===== src/rtl/instr_encoder_if.sv =====
// ----------------------------------------------------------------------------
// instr_encoder_if
// Record stream and instruction-memory write port of the instruction encoder.
//   in_valid/in_ready  : record handshake (accepted when both are high)
//   in_class/in_op     : format class and op select within the class
//   in_rs/in_rt/in_rd  : register fields
//   in_imm             : immediate (R class uses in_imm[4:0] as shamt)
//   in_last            : final record of the load session
//   wr_en/wr_addr/wr_data : instruction memory write strobe, word address, word
// Modports: master drives records and observes the write port; slave is the
// encoder.
// ----------------------------------------------------------------------------
interface instr_encoder_if #(
  parameter int ADDR_W = 6
);
  logic              in_valid;
  logic              in_ready;
  logic [1:0]        in_class;
  logic [1:0]        in_op;
  logic [4:0]        in_rs;
  logic [4:0]        in_rt;
  logic [4:0]        in_rd;
  logic [15:0]       in_imm;
  logic              in_last;
  logic              wr_en;
  logic [ADDR_W-1:0] wr_addr;
  logic [31:0]       wr_data;

  modport master (
    output in_valid, in_class, in_op, in_rs, in_rt, in_rd, in_imm, in_last,
    input  in_ready, wr_en, wr_addr, wr_data
  );

  modport slave (
    input  in_valid, in_class, in_op, in_rs, in_rt, in_rd, in_imm, in_last,
    output in_ready, wr_en, wr_addr, wr_data
  );
endinterface


===== src/rtl/instr_encoder.sv =====
// ----------------------------------------------------------------------------
// instr_encoder
// Builds 32-bit MIPS instruction words from field-level records and writes
// them to sequential instruction-memory addresses during a load session.
// Ports:
//   clk        rising-edge clock
//   reset      synchronous active-high reset
//   start      begins a load session (only honoured while idle)
//   bus        instr_encoder_if.slave: record stream in, memory write port out
//   busy       high while accepting records or flushing the last write
//   done       one-cycle pulse when the session completes
//   overflow   sticky: session ended because capacity was reached
//   err_count  rejected records this session, saturating at 255
// Build option: define ENC_NOP_FILL_EN to have invalid records write a NOP
// (32'h00000000) so memory addresses stay aligned with record order;
// otherwise invalid records are dropped without a write.
// ----------------------------------------------------------------------------
module instr_encoder #(
  parameter int ADDR_W    = 6,
  parameter int BASE_ADDR = 0,
  parameter int MAX_WORDS = 64
) (
  input  logic           clk,
  input  logic           reset,
  input  logic           start,
  instr_encoder_if.slave bus,
  output logic           busy,
  output logic           done,
  output logic           overflow,
  output logic [7:0]     err_count
);

  localparam int                CNT_W   = $clog2(MAX_WORDS + 1);
  localparam logic [ADDR_W-1:0] BASE    = ADDR_W'(BASE_ADDR);
  localparam logic [CNT_W-1:0]  MAX_CNT = CNT_W'(MAX_WORDS);
`ifdef ENC_NOP_FILL_EN
  localparam logic NOP_FILL = 1'b1;
`else
  localparam logic NOP_FILL = 1'b0;
`endif

  typedef enum logic [1:0] {
    S_IDLE  = 2'b00,
    S_RUN   = 2'b01,
    S_FLUSH = 2'b10,
    S_DONE  = 2'b11
  } state_t;

  state_t            state_r, state_n;
  logic [ADDR_W-1:0] addr_r;      // next address to be written
  logic [CNT_W-1:0]  count_r;     // words written this session
  logic [7:0]        err_r;
  logic              ovf_r;
  logic              wr_en_r;
  logic [ADDR_W-1:0] wr_addr_r;
  logic [31:0]       wr_data_r;
  logic              in_ready_r;
  logic              busy_r;
  logic              done_r;

  logic              rec_ok_s;
  logic              accept_s;
  logic              write_s;
  logic              cap_hit_s;
  logic              ending_s;
  logic [31:0]       word_s;

  // Class 11 and op 3 in any class have no encoding.
  function automatic logic rec_valid(input logic [1:0] cls, input logic [1:0] op);
    return (cls != 2'b11) && (op != 2'b11);
  endfunction

  function automatic logic [31:0] encode_word(
    input logic [1:0]  cls,
    input logic [1:0]  op,
    input logic [4:0]  rs,
    input logic [4:0]  rt,
    input logic [4:0]  rd,
    input logic [15:0] imm
  );
    logic [5:0] code;
    logic [31:0] word;
    code = 6'b000000;
    word = 32'h0000_0000;
    case (cls)
      2'b00: begin
        case (op)
          2'b00:   code = 6'b000000;  // sll
          2'b01:   code = 6'b000010;  // srl
          2'b10:   code = 6'b000011;  // sra
          default: code = 6'b000000;
        endcase
        word = {6'b000000, rs, rt, rd, imm[4:0], code};
      end
      2'b01: begin
        case (op)
          2'b00:   code = 6'b001000;  // addi
          2'b01:   code = 6'b100011;  // lw
          2'b10:   code = 6'b101011;  // sw
          default: code = 6'b000000;
        endcase
        word = {code, rs, rt, imm};
      end
      2'b10: begin
        case (op)
          2'b00:   code = 6'b001100;  // andi
          2'b01:   code = 6'b001101;  // ori
          2'b10:   code = 6'b001110;  // xori
          default: code = 6'b000000;
        endcase
        word = {code, rs, rt, imm};
      end
      default: word = 32'h0000_0000;
    endcase
    return word;
  endfunction

  // Record acceptance, write decision and the word to be written.
  always_comb begin
    rec_ok_s  = rec_valid(bus.in_class, bus.in_op);
    accept_s  = bus.in_valid && (state_r == S_RUN);
    write_s   = accept_s && (rec_ok_s || NOP_FILL);
    cap_hit_s = write_s && ((count_r + CNT_W'(1)) == MAX_CNT);
    ending_s  = accept_s && (bus.in_last || cap_hit_s);
    if (rec_ok_s) begin
      word_s = encode_word(bus.in_class, bus.in_op, bus.in_rs, bus.in_rt, bus.in_rd, bus.in_imm);
    end else begin
      word_s = 32'h0000_0000;
    end
  end

  // Session FSM next-state logic.
  always_comb begin
    state_n = state_r;
    case (state_r)
      S_IDLE: begin
        if (start) begin
          state_n = S_RUN;
        end else begin
          state_n = S_IDLE;
        end
      end
      S_RUN: begin
        if (ending_s) begin
          state_n = S_FLUSH;
        end else begin
          state_n = S_RUN;
        end
      end
      S_FLUSH: state_n = S_DONE;
      S_DONE:  state_n = S_IDLE;
      default: state_n = S_IDLE;
    endcase
  end

  // Session FSM state register and status flags decoded from the next state.
  always_ff @(posedge clk) begin
    if (reset) begin
      state_r    <= S_IDLE;
      in_ready_r <= 1'b0;
      busy_r     <= 1'b0;
      done_r     <= 1'b0;
    end else begin
      state_r    <= state_n;
      in_ready_r <= (state_n == S_RUN);
      busy_r     <= (state_n == S_RUN) || (state_n == S_FLUSH);
      done_r     <= (state_n == S_DONE);
    end
  end

  // Write port, address/count tracking and error bookkeeping.
  always_ff @(posedge clk) begin
    if (reset) begin
      addr_r    <= BASE;
      count_r   <= '0;
      err_r     <= 8'h00;
      ovf_r     <= 1'b0;
      wr_en_r   <= 1'b0;
      wr_addr_r <= BASE;
      wr_data_r <= 32'h0000_0000;
    end else begin
      wr_en_r <= write_s;
      if ((state_r == S_IDLE) && start) begin
        addr_r    <= BASE;
        count_r   <= '0;
        err_r     <= 8'h00;
        ovf_r     <= 1'b0;
        wr_addr_r <= BASE;
      end else begin
        if (write_s) begin
          wr_addr_r <= addr_r;
          wr_data_r <= word_s;
          addr_r    <= addr_r + ADDR_W'(1);  // wraps modulo 2**ADDR_W
          count_r   <= count_r + CNT_W'(1);
        end
        if (accept_s && !rec_ok_s && (err_r != 8'hFF)) begin
          err_r <= err_r + 8'd1;
        end
        // A record that is both last and capacity-filling ends normally.
        if (cap_hit_s && !bus.in_last) begin
          ovf_r <= 1'b1;
        end
      end
    end
  end

  assign bus.in_ready = in_ready_r;
  assign bus.wr_en    = wr_en_r;
  assign bus.wr_addr  = wr_addr_r;
  assign bus.wr_data  = wr_data_r;
  assign busy         = busy_r;
  assign done         = done_r;
  assign overflow     = ovf_r;
  assign err_count    = err_r;

endmodule


===== src/flat_wrapper.sv =====
// flat-port wrapper written by rule: the top's interface ports become plain ports
module instr_encoder_flat 
#(
  parameter int ADDR_W    = 6,
  parameter int BASE_ADDR = 0,
  parameter int MAX_WORDS = 64
)
  (clk, reset, start, busy, done, overflow, err_count, bus_in_valid, bus_in_class, bus_in_op, bus_in_rs, bus_in_rt, bus_in_rd, bus_in_imm, bus_in_last, bus_in_ready, bus_wr_en, bus_wr_addr, bus_wr_data);
  instr_encoder_if #(.ADDR_W(ADDR_W)) bus_i ();
  input  logic clk;
  input  logic reset;
  input  logic start;
  output logic busy;
  output logic done;
  output logic overflow;
  output logic [7:0] err_count;
  input wire logic [$bits(bus_i.in_valid)-1:0] bus_in_valid;
  input wire logic [$bits(bus_i.in_class)-1:0] bus_in_class;
  input wire logic [$bits(bus_i.in_op)-1:0] bus_in_op;
  input wire logic [$bits(bus_i.in_rs)-1:0] bus_in_rs;
  input wire logic [$bits(bus_i.in_rt)-1:0] bus_in_rt;
  input wire logic [$bits(bus_i.in_rd)-1:0] bus_in_rd;
  input wire logic [$bits(bus_i.in_imm)-1:0] bus_in_imm;
  input wire logic [$bits(bus_i.in_last)-1:0] bus_in_last;
  output wire logic [$bits(bus_i.in_ready)-1:0] bus_in_ready;
  output wire logic [$bits(bus_i.wr_en)-1:0] bus_wr_en;
  output wire logic [$bits(bus_i.wr_addr)-1:0] bus_wr_addr;
  output wire logic [$bits(bus_i.wr_data)-1:0] bus_wr_data;
  assign bus_i.in_valid = bus_in_valid;
  assign bus_i.in_class = bus_in_class;
  assign bus_i.in_op = bus_in_op;
  assign bus_i.in_rs = bus_in_rs;
  assign bus_i.in_rt = bus_in_rt;
  assign bus_i.in_rd = bus_in_rd;
  assign bus_i.in_imm = bus_in_imm;
  assign bus_i.in_last = bus_in_last;
  assign bus_in_ready = bus_i.in_ready;
  assign bus_wr_en = bus_i.wr_en;
  assign bus_wr_addr = bus_i.wr_addr;
  assign bus_wr_data = bus_i.wr_data;
  instr_encoder #(.ADDR_W(ADDR_W), .BASE_ADDR(BASE_ADDR), .MAX_WORDS(MAX_WORDS)) u_core (.clk(clk), .reset(reset), .start(start), .bus(bus_i), .busy(busy), .done(done), .overflow(overflow), .err_count(err_count));
endmodule

===== config.mk =====
export PLATFORM = sky130hd
export DESIGN_NAME = instr_encoder_flat
export DESIGN_NICKNAME = d
export VERILOG_FILES = /design/src/rtl/instr_encoder_if.sv /design/src/rtl/instr_encoder.sv /design/src/flat_wrapper.sv
export SDC_FILE = /design/constraint.sdc
export NUM_CORES = 1
export LEC_CHECK = 0
export CAP_MARGIN = 20
export CORE_MARGIN = 3
export CORE_UTILIZATION = 42
export CTS_CLUSTER_DIAMETER = 200
export DETAILED_ROUTE_END_ITERATION = 12
export PLACE_DENSITY = 0.87
export SYNTH_ARGS = -nofsm -noshare
export SYNTH_HDL_FRONTEND = slang
export SYNTH_SLANG_ARGS = --single-unit

===== constraint.sdc =====
create_clock -name clk -period 1.9 [get_ports clk]
set_input_delay 0.57 -clock clk [delete_from_list [all_inputs] [get_ports clk]]
set_output_delay 0.57 -clock clk [all_outputs]
set_load 0.02 [all_outputs]

### After elaboration in Yosys (flattened, before gate mapping)

Cells that the tools add are included.

* memory bits (writable): 0
* bits in read-only memories: 0
* word-level logic and storage cells: 55
* register bits: 66
* input bits: 40
* bits in latches: 0
* memories: 0
* output and inout bits: 51

* shift-type cells: 0
* add/sub/neg operators: 3
* bitwise operators: 1
* reduce and logical (&&, ||, !) cells: 18
* mux-type cells: 8
* magnitude comparators: 0
* div/mod/pow operators: 0
* multipliers: 0
* equality and inequality tests: 14

Operators with widths (count)
* 32-bit case mux with 3 select lines: 1
* 32-bit 2-to-1 mux: 1
* 6-bit case mux with 3 select lines: 1
* 2-bit == test, second input constant: 6
* 4-bit case mux with 3 select lines: 1
* 1-bit logical AND: 9
* 8-bit by 1-bit adder with 8-bit output, second input constant: 1
* 2-bit by 1-bit == test with 1-bit output, second input constant: 4
* 8-bit inequality test, second input constant: 1
* 2-bit case mux with 4 select lines: 1
* 7-bit by 1-bit adder with 7-bit output, second input constant: 1
* 7-bit == test, second input constant: 1
* 6-bit by 1-bit adder with 6-bit output, second input constant: 1
* 2-bit zero test: 3
* 2-bit inequality test, second input constant: 2
* 2-bit case mux with 2 select lines: 1
* 1-bit zero test: 2
* 1-bit logical OR: 2
* 2-bit 2-to-1 mux: 1
* 2-bit AND reduction: 1
* 2-bit OR reduction: 1
* 1-bit 2-to-1 mux: 1
* 1-bit NOT: 1

### Logic depth before layout (Yosys ltp)

Gate-level depths: netlist (run 1).

* word-level depth: 10
* mapped depth: 8

### Worst setup path before layout (run 1)

OpenSTA, ideal clock, no wires.

* kind: input -> register
* start: input bus_in_op[0]
* end: register u_core.busy_r, in the netlist u_core.busy
* stages on the path: 7
* data arrival time: 1845 ps
* setup time: 126 ps
* slack: -72 ps
* buffers on the path: 0
* required time: 1774 ps
* cell sequence: ha_1 > a21oi_1 > nand3_1 > nor4_2 > a41oi_1 > ha_1 > nor2_1

* longest elaborated chain between the ends: 10
* elaborated cells between the ends (all ways): 11

RTL lines
* start, declared: RTL line flat_wrapper.sv:19 `input wire logic [$bits(bus_i.in_op)-1:0] bus_in_op;`
* 2-bit inequality test (*): RTL line instr_encoder.sv:70 `return (cls != 2'b11) && (op != 2'b11);`
* 1-bit logical AND (*): RTL line instr_encoder.sv:70
* 1-bit logical AND (*): RTL line instr_encoder.sv:122 `write_s = accept_s && (rec_ok_s || NOP_FILL);`
* 1-bit logical AND (*): RTL line instr_encoder.sv:123 `cap_hit_s = write_s && ((count_r + CNT_W'(1)) == MAX_CNT);`
* 1-bit logical OR (*): RTL line instr_encoder.sv:124 `ending_s = accept_s && (bus.in_last || cap_hit_s);`
* 1-bit logical AND (*): RTL line instr_encoder.sv:124
* 2-bit 2-to-1 mux (*): RTL line instr_encoder.sv:144 `if (ending_s) begin`
* 2-bit case mux with 4 select lines (*): RTL line instr_encoder.sv:135 `case (state_r)`
* via u_core.state_n[0]: RTL line instr_encoder.sv:49 `state_t state_r, state_n;`
* 2-bit by 1-bit == test with 1-bit output / 2-bit == test (equally long branches): RTL line instr_encoder.sv:166 `busy_r <= (state_n == S_RUN) || (state_n == S_FLUSH);`
* 1-bit logical OR (*): RTL line instr_encoder.sv:166
* end signal, assigned: RTL line instr_encoder.sv:166
* end, declared: RTL line instr_encoder.sv:58 `logic busy_r;`

The timed path passes the listed nets; every way through them passes the cells marked *.
A chain may end at the register's enable or synchronous reset.

### Worst setup path after layout (run 1)

* start: register u_core.wr_data_r[6], in the netlist u_core.bus.wr_data[6]
* end: output bus_wr_data[6]

RTL lines
* start, declared: RTL line instr_encoder.sv:56 `logic [31:0] wr_data_r;`
* start signal, assigned: RTL line instr_encoder.sv:192 `wr_data_r <= word_s;`
* end, declared: RTL line flat_wrapper.sv:28 `output wire logic [$bits(bus_i.wr_data)-1:0] bus_wr_data;`

No word-level cell between the ends.

==> flow_metrics.tcl, run 1 <==
set metrics [dict create \
    hpwl_um 5660 \
    nNetsFinal 512 \
    postCtsHoldBufs 0 \
    skew_ps 8.28 \
    finalMaxSlewViolations 0 \
    num_rows 29 \
    cp_slowest_stage_delay_ps 620 \
    layout_common_cells "dfxtp_1, nand2_1, clkdlybuf4s50_1" \
    htreeDepth 3 \
    fin_cells 559 \
    routed_via_density 5.11 \
    layout_commonest_cell "dfxtp_1" \
    crit_family "buffers and inverters" \
    antenna_left 0 \
    grt_use_met2_pct 34.4 \
    synth_area_per_cell_sq_um 8.41 \
    die-width_um 89.6 \
    cap_violations 0 \
    reg2reg_depth 6 \
    cts_buffers 9 \
    drive_gt1_share_pct 17.2 \
    fmax_mhz 531 \
    hold_viol 0 \
    hold_path.class "flip-flop to flip-flop" \
    clk_pin_slew_ps 70 \
    rsz0062_at_grt "no" \
    cpMaxStageDelayCell "clkdlybuf4s50_1" \
    dieArea_sq_um 8020 \
    finalWeightedCongestion 0.843 \
    fin_crit_sh_pct 99.2 \
    placed_area_sq_um 4170 \
    portBuffers 89 \
    cp.arrival_ps 1310 \
    cp.depth 1 \
    path_cells "clkdlybuf4s50_1" \
    cts.sinks 65 \
    drt_iter0_markers 143 \
    crit_type "flip-flop to primary output" \
    synth-seq-cells 65 \
    insertion_delay_ps 350 \
    drc_errors 0 \
    finalWirelength_um 7940 \
    syn_to_final_growth_pct 53.9 \
    status "finished, final reports clean" \
    hold-worst-slack_ps 453 \
    ys_types 44 \
    syn_area_sq_um 2930 \
    netlist_instances 349 \
    dr.pass1.iters 4 \
    ios 91 \
    wl_per_cell_um 14.2 \
    peakVddDrop_v 0.000482 \
    gr-usage-all-layers_pct 20.3 \
    leakage_nw 2.11 \
    grt_max_degree 38 \
    finalPower_w 0.00308 \
    power_density_nw_per_um2 683 \
    dpl.cell_count 540 \
    path_buf_inv 1 \
    fp.dieH_um 89.6 \
    grt-ovfl-total 0 \
    synth-edff-count 0 \
    finalSetupViolations 0 \
    use_met3_pct 5.93 \
    start_util_pct 44.7 \
    hold_depth 2 \
    syn_nets 400 \
    nFillCells 484 \
    synth-main-ff-cell "dfxtp_1" \
    cts-root-buf "clkbuf_8" \
    cp_max_fo 2 \
    finalInstanceArea_sq_um 4520 \
    cp.required_ps 1330 \
    cts_tree "yes" \
    top_usage_layer "met2" \
    grt_pass1_wl_um 12500 \
    ys_async_sr_fraction_pct 0 \
    ys.warnings.count 0 \
    clk_path_buf_depth 2 \
    antenna_cells 0 \
    tns_ps 0 \
    fin_crit_ps 1880 \
    yosysSeqAreaShare_pct 44.3 \
    crit_path_start_kind "flip-flop" \
    grt_pass1_vias 2742 \
    antenna_found_initial 0 \
    vias 2858 \
    grt.met1_usage_pct 23.4 \
    end_kind "primary output" \
    core-area_sq_um 6570 \
]
==> state kept, by name, summed over array words and instances (netlist names) <==
register and count:
u_core.addr_r 6, u_core.busy 1, u_core.err_count 8, u_core.count_r 7, u_core.overflow 1, u_core.bus.wr_addr 6, u_core.bus.wr_en 1, u_core.done 1
u_core.state_r 2, u_core.bus.wr_data 31, u_core.bus.in_ready 1
==> power by group <==
| group | leakage, nW | internal [W] | switching (W) |
|---|---|---|---|
| Clock | 0.104 | 0.000617 | 0.000592 |
| Sequential | 0.529 | 0.00139 | 0.0000216 |
| Combinational | 1.47 | 0.000232 | 0.000227 |
| Total | 2.11 | 0.00224 | 0.000841 |
==> synth_stat cells, types with 4 or more instances <==
master     n  share of area [%]
nor2b_1    7                1.5
o21ai_0    7                1.2
mux2i_1   13                4.4
ha_1      11                4.7
nand3_1    8                1.4
xnor2_1    8                2.4
xor2_1     8                2.4
or3_1      4               0.85
buf_2      7                1.2
nor3_1    14                2.4
a21oi_1   33                5.6
nor2_1    46                5.9
dfxtp_1   65                 44
nand2_1   55                7.0
a211oi_1  12                3.1
nand4_1    5                1.1
clkbuf_1  12                1.5
==> logic make-up (layout without fill, tap and decap cells) <==
group | count (synthesis) | in the layout | share of synthesized area [%]
xor+xnor | 16 | 16 | 4.78
fa+ha+maj | 11 | 11 | 4.69
other cells | 1 | 1 | 0.128
simple gates | 154 | 154 | 24.5
flops | 65 | 65 | 44.3
compound gates | 64 | 64 | 13.5
mux | 13 | 13 | 4.43
buf+inv | 25 | 142 | 3.62
==> area by class of cell <==
cell class / instances / area (sq um) / area share [%]
Multi-Input combinational cell: 259 / 1650 / 36.5
Sequential cell: 65 / 1310 / 29.1
Timing Repair Buffer: 123 / 1230 / 27.2
Clock buffer: 9 / 124 / 2.74
Tap cell: 93 / 116 / 2.58
Clock inverter: 7 / 75.1 / 1.66
Inverter: 3 / 11.3 / 0.249
==> routing by layer <==
layer | share of wire (%) | up-vias | wire length [um]
met1 | 41 | 1329 | 3280
met5 | 0 | - | 0
met3 | 6.5 | 12 | 516
met4 | 1.8 | 0 | 140
li1 | - | 1419 | -
met2 | 50 | 98 | 4000
==> through the flow <==
stage                     setup slack (ps)  utilization, %
final                                 15.7            68.8
after global routing                  3.70            68.8
after CTS                            0.372            66.6
after detailed placement              -669            63.5
after global placement                -526            63.5
after floorplan                      0.954               -
==> what timing repair did <==
action,in CTS,in global routing
gates cloned,0,0
pin swaps,8,7
resized for setup,28,49
endpoints found under the setup margin,31,25
buffers inserted,1,2
==> path summary, 6_finish.rpt <==
kind / startpoint / end / slack [ps]
setup reg to reg: u_core.count_r[1]$_SDFFE_PP0P_ / u_core.done$_SDFF_PP0_ / 40
hold reg to reg: u_core.bus.wr_addr[0]$_SDFFE_PP0P_ / u_core.bus.wr_addr[0]$_SDFFE_PP0P_ / 450
hold / removal: u_core.bus.wr_addr[0]$_SDFFE_PP0P_ / u_core.bus.wr_addr[0]$_SDFFE_PP0P_ / 450
setup / recovery: u_core.bus.wr_data[6]$_SDFFE_PP0P_ / bus_wr_data[6] / 20
Power figures use the tool's default switching activity.
==> run 2, diff against run 1 <==
--- a/config.mk
+++ b/config.mk
@@ -5,7 +5,7 @@
 export SDC_FILE = /design/constraint.sdc
 export NUM_CORES = 1
 export LEC_CHECK = 0
-export CAP_MARGIN = 20
+export CAP_MARGIN = 0
 export CORE_MARGIN = 3
 export CORE_UTILIZATION = 42
 export CTS_CLUSTER_DIAMETER = 200
==> results of run 2 <==
Final layout, timing and power as in run 1 (identical DEF).
